**config.mk**
```make
export PLATFORM = sky130hd
export DESIGN_NAME = sba_mem_responder
export DESIGN_NICKNAME = d
export VERILOG_FILES = /design/src/rtl/sba_pkg.sv /design/src/rtl/sba_mem_responder.sv
export SDC_FILE = /design/constraint.sdc
export NUM_CORES = 1
export LEC_CHECK = 0
export ABC_AREA = 1
export CORE_MARGIN = 2
export CORE_UTILIZATION = 30
export CTS_CLUSTER_DIAMETER = 120
export DETAILED_ROUTE_END_ITERATION = 8
export SLEW_MARGIN = 0
export SYNTH_ARGS = -nofsm -noshare
export SYNTH_HDL_FRONTEND = slang
export SYNTH_SLANG_ARGS = --single-unit
export TNS_END_PERCENT = 100
```
**constraint.sdc**
```tcl
create_clock -name clk_i -period 1.1 [get_ports clk_i]
set_input_delay 0.165 -clock clk_i [delete_from_list [all_inputs] [get_ports clk_i]]
set_output_delay 0.165 -clock clk_i [all_outputs]
set_load 0.1 [all_outputs]
```
**src/rtl/sba_pkg.sv**
```systemverilog
// rtl/sba_pkg.sv - shared types and access-size helpers for the system bus access path
package sba_pkg;

  typedef enum logic [2:0] {
    IDLE,
    GNT_WAIT,
    MEM_ACCESS,
    MEM_WAIT,
    RESP
  } sba_state_e;

  localparam logic [1:0] SIZE_B = 2'd0;
  localparam logic [1:0] SIZE_H = 2'd1;
  localparam logic [1:0] SIZE_W = 2'd2;
  localparam logic [1:0] SIZE_D = 2'd3;

  // True when the low address bits are zero for a naturally aligned access of 2**size bytes.
  function automatic logic is_aligned(input logic [2:0] addr_lsbs, input logic [1:0] size);
    logic [3:0] mask;
    mask = (4'd1 << size) - 4'd1;
    return (addr_lsbs & mask[2:0]) == 3'd0;
  endfunction

  function automatic logic size_legal(input logic [1:0] size, input int data_width);
    return int'(size) <= $clog2(data_width / 8);
  endfunction

endpackage

```
**src/rtl/sba_mem_responder.sv**
```systemverilog
// rtl/sba_mem_responder.sv - single-outstanding req/gnt/valid responder in front of a fixed-latency SRAM port
import sba_pkg::*;

module sba_mem_responder #(
  parameter int ADDR_WIDTH  = 64,
  parameter int DATA_WIDTH  = 64,
  parameter int MEM_LATENCY = 1,
  parameter int GNT_DELAY   = 0
) (
  input  logic                      clk_i,
  input  logic                      rst_ni,
  input  logic                      req_i,
  output logic                      gnt_o,
  input  logic [ADDR_WIDTH-1:0]     addr_i,
  input  logic                      we_i,
  input  logic [DATA_WIDTH-1:0]     wdata_i,
  input  logic [DATA_WIDTH/8-1:0]   be_i,
  input  logic [1:0]                size_i,
  output logic                      valid_o,
  output logic [DATA_WIDTH-1:0]     rdata_o,
  output logic                      err_o,
  output logic                      mem_req_o,
  output logic                      mem_we_o,
  output logic [ADDR_WIDTH-1:0]     mem_addr_o,
  output logic [DATA_WIDTH-1:0]     mem_wdata_o,
  output logic [DATA_WIDTH/8-1:0]   mem_be_o,
  input  logic [DATA_WIDTH-1:0]     mem_rdata_i
);

  localparam int BE_WIDTH = DATA_WIDTH / 8;
  localparam int OFF_W    = $clog2(BE_WIDTH);
  localparam int CNT_MAX  = (MEM_LATENCY > GNT_DELAY) ? MEM_LATENCY : GNT_DELAY;
  localparam int CNT_W    = $clog2(CNT_MAX + 1);

  localparam logic [ADDR_WIDTH-1:0] WORD_MASK = ~ADDR_WIDTH'((1 << OFF_W) - 1);
  // Counters are loaded one short so the terminal action happens on the cycle they read zero.
  localparam logic [CNT_W-1:0] GNT_LOAD = CNT_W'((GNT_DELAY > 0) ? GNT_DELAY - 1 : 0);
  localparam logic [CNT_W-1:0] LAT_LOAD = CNT_W'(MEM_LATENCY - 1);

  sba_state_e state_q, state_d;
  logic [CNT_W-1:0] gnt_cnt_q, gnt_cnt_d;
  logic [CNT_W-1:0] lat_cnt_q, lat_cnt_d;

  logic [ADDR_WIDTH-1:0] addr_q;
  logic                  we_q;
  logic [DATA_WIDTH-1:0] wdata_q;
  logic [BE_WIDTH-1:0]   be_q;
  logic [1:0]            size_q;
  logic [DATA_WIDTH-1:0] rdata_q;

  logic req_err, req_skip_mem, rsp_err, rdata_capture;

  assign req_err      = !size_legal(size_i, DATA_WIDTH) || !is_aligned(addr_i[2:0], size_i);
  assign req_skip_mem = we_i && (be_i == '0);
  assign rsp_err      = !size_legal(size_q, DATA_WIDTH) || !is_aligned(addr_q[2:0], size_q);

  always_comb begin
    state_d       = state_q;
    gnt_cnt_d     = gnt_cnt_q;
    lat_cnt_d     = lat_cnt_q;
    gnt_o         = 1'b0;
    rdata_capture = 1'b0;

    case (state_q)
      IDLE: begin
        if (req_i) begin
          if (GNT_DELAY == 0) begin
            gnt_o = 1'b1;
          end else begin
            state_d   = GNT_WAIT;
            gnt_cnt_d = GNT_LOAD;
          end
        end
      end
      GNT_WAIT: begin
        if (!req_i) begin
          state_d = IDLE;
        end else if (gnt_cnt_q == '0) begin
          gnt_o = 1'b1;
        end else begin
          gnt_cnt_d = gnt_cnt_q - 1'b1;
        end
      end
      MEM_ACCESS: begin
        if (we_q) begin
          state_d = RESP;
        end else begin
          state_d   = MEM_WAIT;
          lat_cnt_d = LAT_LOAD;
        end
      end
      MEM_WAIT: begin
        if (lat_cnt_q == '0) begin
          rdata_capture = 1'b1;
          state_d       = RESP;
        end else begin
          lat_cnt_d = lat_cnt_q - 1'b1;
        end
      end
      RESP: state_d = IDLE;
      default: state_d = IDLE;
    endcase

    // Grant is combinational with req_i, so it must also be forced low while reset is held.
    if (!rst_ni) begin
      gnt_o = 1'b0;
    end
    if (gnt_o) begin
      state_d = (req_err || req_skip_mem) ? RESP : MEM_ACCESS;
    end
  end

  always_ff @(posedge clk_i or negedge rst_ni) begin
    if (!rst_ni) begin
      state_q   <= IDLE;
      gnt_cnt_q <= '0;
      lat_cnt_q <= '0;
      addr_q    <= '0;
      we_q      <= 1'b0;
      wdata_q   <= '0;
      be_q      <= '0;
      size_q    <= '0;
      rdata_q   <= '0;
    end else begin
      state_q   <= state_d;
      gnt_cnt_q <= gnt_cnt_d;
      lat_cnt_q <= lat_cnt_d;
      if (gnt_o) begin
        addr_q  <= addr_i;
        we_q    <= we_i;
        wdata_q <= wdata_i;
        be_q    <= be_i;
        size_q  <= size_i;
      end
      if (rdata_capture) begin
        rdata_q <= mem_rdata_i;
      end
    end
  end

  assign valid_o     = (state_q == RESP);
  assign err_o       = valid_o && rsp_err;
  assign rdata_o     = rdata_q;

  assign mem_req_o   = (state_q == MEM_ACCESS);
  assign mem_we_o    = mem_req_o && we_q;
  assign mem_addr_o  = mem_req_o ? (addr_q & WORD_MASK) : '0;
  assign mem_wdata_o = mem_req_o ? wdata_q : '0;
  assign mem_be_o    = mem_req_o ? be_q : '0;

endmodule
```
== Word level (Yosys, flattened, before mapping) ==
Index checks and enable logic that the tools add are counted.
Storage, ports and cells
  bits in registers: 208
  latch bits: 0
  memory bits (writable): 0
  memory bits (read-only): 0
  input port bits: 206
  output and inout port bits: 205
  word-level logic and storage cells: 59
  memories: 0
Cells by class
  $add $sub $neg: 4
  multiply operators: 0
  divide/modulo/power cells: 0
  order comparisons: 0
  equality and inequality tests: 8
  shifts and indexed selects: 2
  muxes and demuxes: 20
  bitwise logic cells: 2
  reductions and logical operators: 14
Operator list (count)
  2-to-1 mux 64 bit: 2
  2-to-1 mux 3 bit: 5
  one-hot mux 3 bit (4 select lines): 1
  logical NOT 3 bit: 3
  2-to-1 mux 1 bit: 9
  logical NOT 8 bit: 1
  2-to-1 mux 8 bit: 1
  AND 3 bit: 2
  equality test 3 x 2 -> 1 bit, second input constant: 2
  inequality test 3 bit, second input constant: 2
  left shift 1 x 2 -> 3 bit, first input constant: 2
  subtractor 3 x 1 -> 3 bit, second input constant: 2
  inequality test 2 bit, second input constant: 2
  one-hot mux 1 bit (2 select lines): 2
  AND reduction 2 bit: 2
  equality test 3 x 1 -> 1 bit, second input constant: 1
  equality test 3 bit, second input constant: 1
  logical AND 1 bit: 3
  AND reduction 3 bit: 1
  logical NOT 1 bit: 2
  nonzero test 2 bit: 1
  subtractor 1 bit, second input constant: 2
  logical OR 1 bit: 1

== Logic depth before layout (Yosys ltp) ==
  depth after elaboration: 8
  gate-level depth with buffers: 7
  mapped depth without buffers: 6

== Least setup slack after synthesis ==
Ideal clock, no wire load.
  kind: reg-to-output
  start: register state_q[2]
  end: output mem_addr_o[41]
  arrival time: 2.213 ns
  required time: 0.935 ns
  setup slack: -1.278 ns
  stages on the path, launching flop included: 6
  buffers on the path: 2
  path through: dfrtp_1 -> inv_1 -> nand3_2 -> buf_2 -> buf_2 -> nor2_1
Between the ends
  word-level cells in the longest chain between the ends: 2
RTL lines
  start, declared: RTL line sba_mem_responder.sv:40  | sba_state_e state_q, state_d;
  start signal, assigned: RTL line sba_mem_responder.sv:125  | state_q <= state_d;
  equality test 3 x 2 -> 1 bit: RTL line sba_mem_responder.sv:145  | assign mem_req_o = (state_q == MEM_ACCESS);
  2-to-1 mux 64 bit: RTL line sba_mem_responder.sv:147  | assign mem_addr_o = mem_req_o ? (addr_q & WORD_MASK) : '0;
  end, declared: RTL line sba_mem_responder.sv:24  | output logic [ADDR_WIDTH-1:0] mem_addr_o,
Every way passes these cells.

== Worst setup path after layout ==
  start: register state_q[2]
  end: output mem_wdata_o[7]
Between the ends
  word-level cells in the longest chain between the ends: 2
RTL lines
  equality test 3 x 2 -> 1 bit: RTL line sba_mem_responder.sv:145
  2-to-1 mux 64 bit: RTL line sba_mem_responder.sv:148  | assign mem_wdata_o = mem_req_o ? wdata_q : '0;
  end, declared: RTL line sba_mem_responder.sv:25  | output logic [DATA_WIDTH-1:0] mem_wdata_o,
Every way passes these cells.

==> results.json <==
{
  "status": "finished with violations",
  "violations": "setup timing",
  "drv_slew": 0,
  "critPathTopFamily": "buffers and inverters",
  "start_util_pct": 30.5,
  "hold_class": "input port to flip-flop",
  "ys_seq_elements": 206,
  "synth_warnings": 0,
  "yosysSeqAreaShare_pct": 58.8,
  "peakVddDrop_v": 0.00228,
  "drive_gt1_share_pct": 34.0,
  "routabilityCongestion": 0.810,
  "via_count": 8755,
  "cp_max_fo": 15,
  "core_area_sq_mm": 0.0288,
  "finalNetCount": 1773,
  "worstSetupPathType": "flip-flop to primary output",
  "mappedNetlistArea_sq_mm": 0.00877,
  "clk-insertion-delay-late_ns": 0.52,
  "hold_viol": 0,
  "multi_input_area_sq_mm": 0.00360,
  "grt_use_met1_pct": 27.3,
  "grt_usage_pct": 22.7,
  "p_per_area_mw_per_mm2": 3160,
  "slew_headroom_pct": 56.5,
  "dpl-instance-area_sq_mm": 0.0166,
  "dieArea_sq_mm": 0.0306,
  "rr_worst_depth": 13,
  "synthArstFlopShare_pct": 100,
  "tritoncts": "built",
  "tightest_slew_ns": 0.650,
  "grt_pass1_wl_mm": 54.0,
  "h-tree-depth": 1,
  "syn_inst": 1051,
  "rsz0062_at_grt": "true",
  "finalCritPeriodShare_pct": 182,
  "die_w_um": 175,
  "maxCapViolCount": 0,
  "grt_overflow": 0,
  "setup_violations": 548,
  "route.detailed.drc": 0,
  "regArea_sq_mm": 0.00516,
  "yosys-top-cells-count": "nand2_1, dfrtp_1, inv_1",
  "regToRegSetupSlack_ns": -0.72,
  "fill_cells": 2051,
  "synthFlopType": "dfrtp_1",
  "grt_pass1_vias": 9276,
  "io_pins": 411,
  "grt.busiest_layer": "met2",
  "grt_max_degree": 70,
  "netlist.top_cell.by_area": "dfrtp_1",
  "synth_edf_count": 0,
  "worstSetupStartpointType": "flip-flop",
  "min_period_ns": 2.01,
  "leakage_uw": 0.00868,
  "synth_area_leaders": "dfrtp_1, o21ai_0, nand2_1",
  "grtUsageMet2_pct": 39.5,
  "final_cells": 1969,
  "cts.sinks": 206,
  "r2r-end": "addr_q[18]$_DFFE_PN0P_",
  "worst-endpoint-required_ns": 0.94,
  "root_buffer": "clkbuf_16",
  "area_growth_pct": 122,
  "endpoint_kind": "primary output",
  "path_common_cell": "buf_12",
  "skew_ns": 0.00672,
  "critPathSlowestCell": "dfrtp_1",
  "fin_total_pwr_uw": 61500,
  "fmax_mhz": 498,
  "hpwl_mm": 22.6,
  "worstPathArrival_ns": 1.84,
  "place_inst": 1826,
  "numCtsBuffers": 26,
  "avgViaCountPerCell": 4.45,
  "min_to": "addr_q[54]$_DFFE_PN0P_",
  "ys_types": 20,
  "antenna_left": 0,
  "synth_most_common_cell": "nand2_1",
  "die_h_um": 175,
  "drtPass1Iterations": 4,
  "pre_cts_ws_ns": -0.422,
  "crit_buf_inv": 4,
  "worstHoldStart": "addr_i[54]",
  "whs_ns": 0.179,
  "wirelength_mm": 35.3,
  "cp_cell_sequence": "inv_2, nand3_4, buf_12, buf_16, nor2_4, buf_12",
  "drt-initial-drc-count": 370,
  "avgSynthCellArea_sq_um": 8.35,
  "ctsLongestPathBuffers": 3,
  "cpPeakStageDelay_ns": 0.40,
  "synth_top_area_share_pct": 58.8,
  "r2r-start": "state_q[1]$_DFFE_PN0P_",
  "port_buffers": 407,
  "finalInstanceArea_sq_mm": 0.0195,
  "use_met3_pct": 7.11,
  "antenna_found_initial": 2,
  "clk_pin_slew_ns": 0.06,
  "wl_per_cell_um": 17.9,
  "holdPathStages": 3,
  "setup_ws_ns": -0.906,
  "rows": 62
}
-- kinds of logic (layout without fill, tap and decap cells) --
logic type | Yosys count | in the layout | share of synthesized area (%)
flops | 206 | 206 | 58.8
compound gates | 202 | 202 | 11.5
simple gates | 377 | 378 | 16.4
other cells | 1 | 4 | 0.0427
buf+inv | 265 | 795 | 13.2
-- through the flow --
step / setup TNS [ns] / utilization (%)
2_1_floorplan: -81.39 / -
3_3_place_gp: -99.70 / 57.5
3_5_place_dp: -103.85 / 57.5
4_1_cts: -260.97 / 66.7
5_1_grt: -284.74 / 67.7
6_report: -242.16 / 67.7
-- placed cells by master, fill, tap and decap left out, types with 13 or more instances in the layout --
cell             synthesis  routed
buf_12                   0     232
buf_16                   0      33
dfrtp_1                206     205
buf_6                   14      13
buf_8                    0      13
inv_1                  204     199
o21ai_1                 13      84
buf_4                    5      35
clkdlybuf4s50_1          0     204
clkbuf_16                0      35
o21ai_0                188     108
nand2_1                224     217
nor2_4                   1     136
-- worst register-to-register path: stages, from the launching register on --
cell,delay [ns]
dfrtp_1,0.39
buf_4,0.13
buf_6,0.12
inv_4,0.04
nand2_4,0.06
nor2_4,0.04
buf_6,0.11
buf_12,0.11
buf_12,0.13
buf_12,0.13
buf_4,0.14
clkbuf_16,0.14
nand2_1,0.05
o21ai_0,0.09
-- metal layers --
metal / wire length [um] / share of wire [%]
met3: 2910 / 8.3
met5: 13 / 0.037
met4: 928 / 2.6
met1: 13600 / 39
met2: 17800 / 51
-- power breakdown --
part           switching [uW]  total (uW)  internal [uW]
clock                    3340        8780           5440
combinational           25000       39500          14500
sequential               1950       13200          11300
-- flip-flops by register name, summed over array words and instances, names as in the netlist --
register  flops
addr_q       64
rdata_o      64
wdata_q      64
be_q          8
state_q       3
size_q        2
we_q          1
-- worst max-delay path by stage --
stage,from,to,slack (ns),cells after the start
floorplan,state_q[2]$_DFFE_PN0P_,mem_addr_o[41],-0.50,5
detailed placement,req_i,wdata_q[12]$_DFFE_PN0P_,-0.42,7
global placement,state_q[2]$_DFFE_PN0P_,mem_req_o,-0.38,5
global route,state_q[0]$_DFFE_PN0P_,mem_addr_o[38],-0.97,6
CTS,state_q[0]$_DFFE_PN0P_,mem_addr_o[6],-0.92,6
finish,state_q[2]$_DFFE_PN0P_,mem_wdata_o[7],-0.91,6
-- final cells by class --
cell class,instances,area share [%]
Timing Repair Buffer,546,44.1
Multi-Input combinational cell,583,18.5
Inverter,204,3.98
Antenna cell,1,0.0129
Sequential cell,206,26.5
Tap cell,384,2.47
Clock inverter,5,0.514
Clock buffer,40,3.93
-- timing repair --
action                                  in CTS  in global routing
buffers inserted                            44                 19
resized for setup                          100                 99
hold buffers                                 2                  0
gates cloned                                38                  8
endpoints found under the setup margin     408                561
pin swaps                                    9                  6
endpoints found under the hold margin      172                  0
Note: power is estimated with default switching activity, not from simulation.
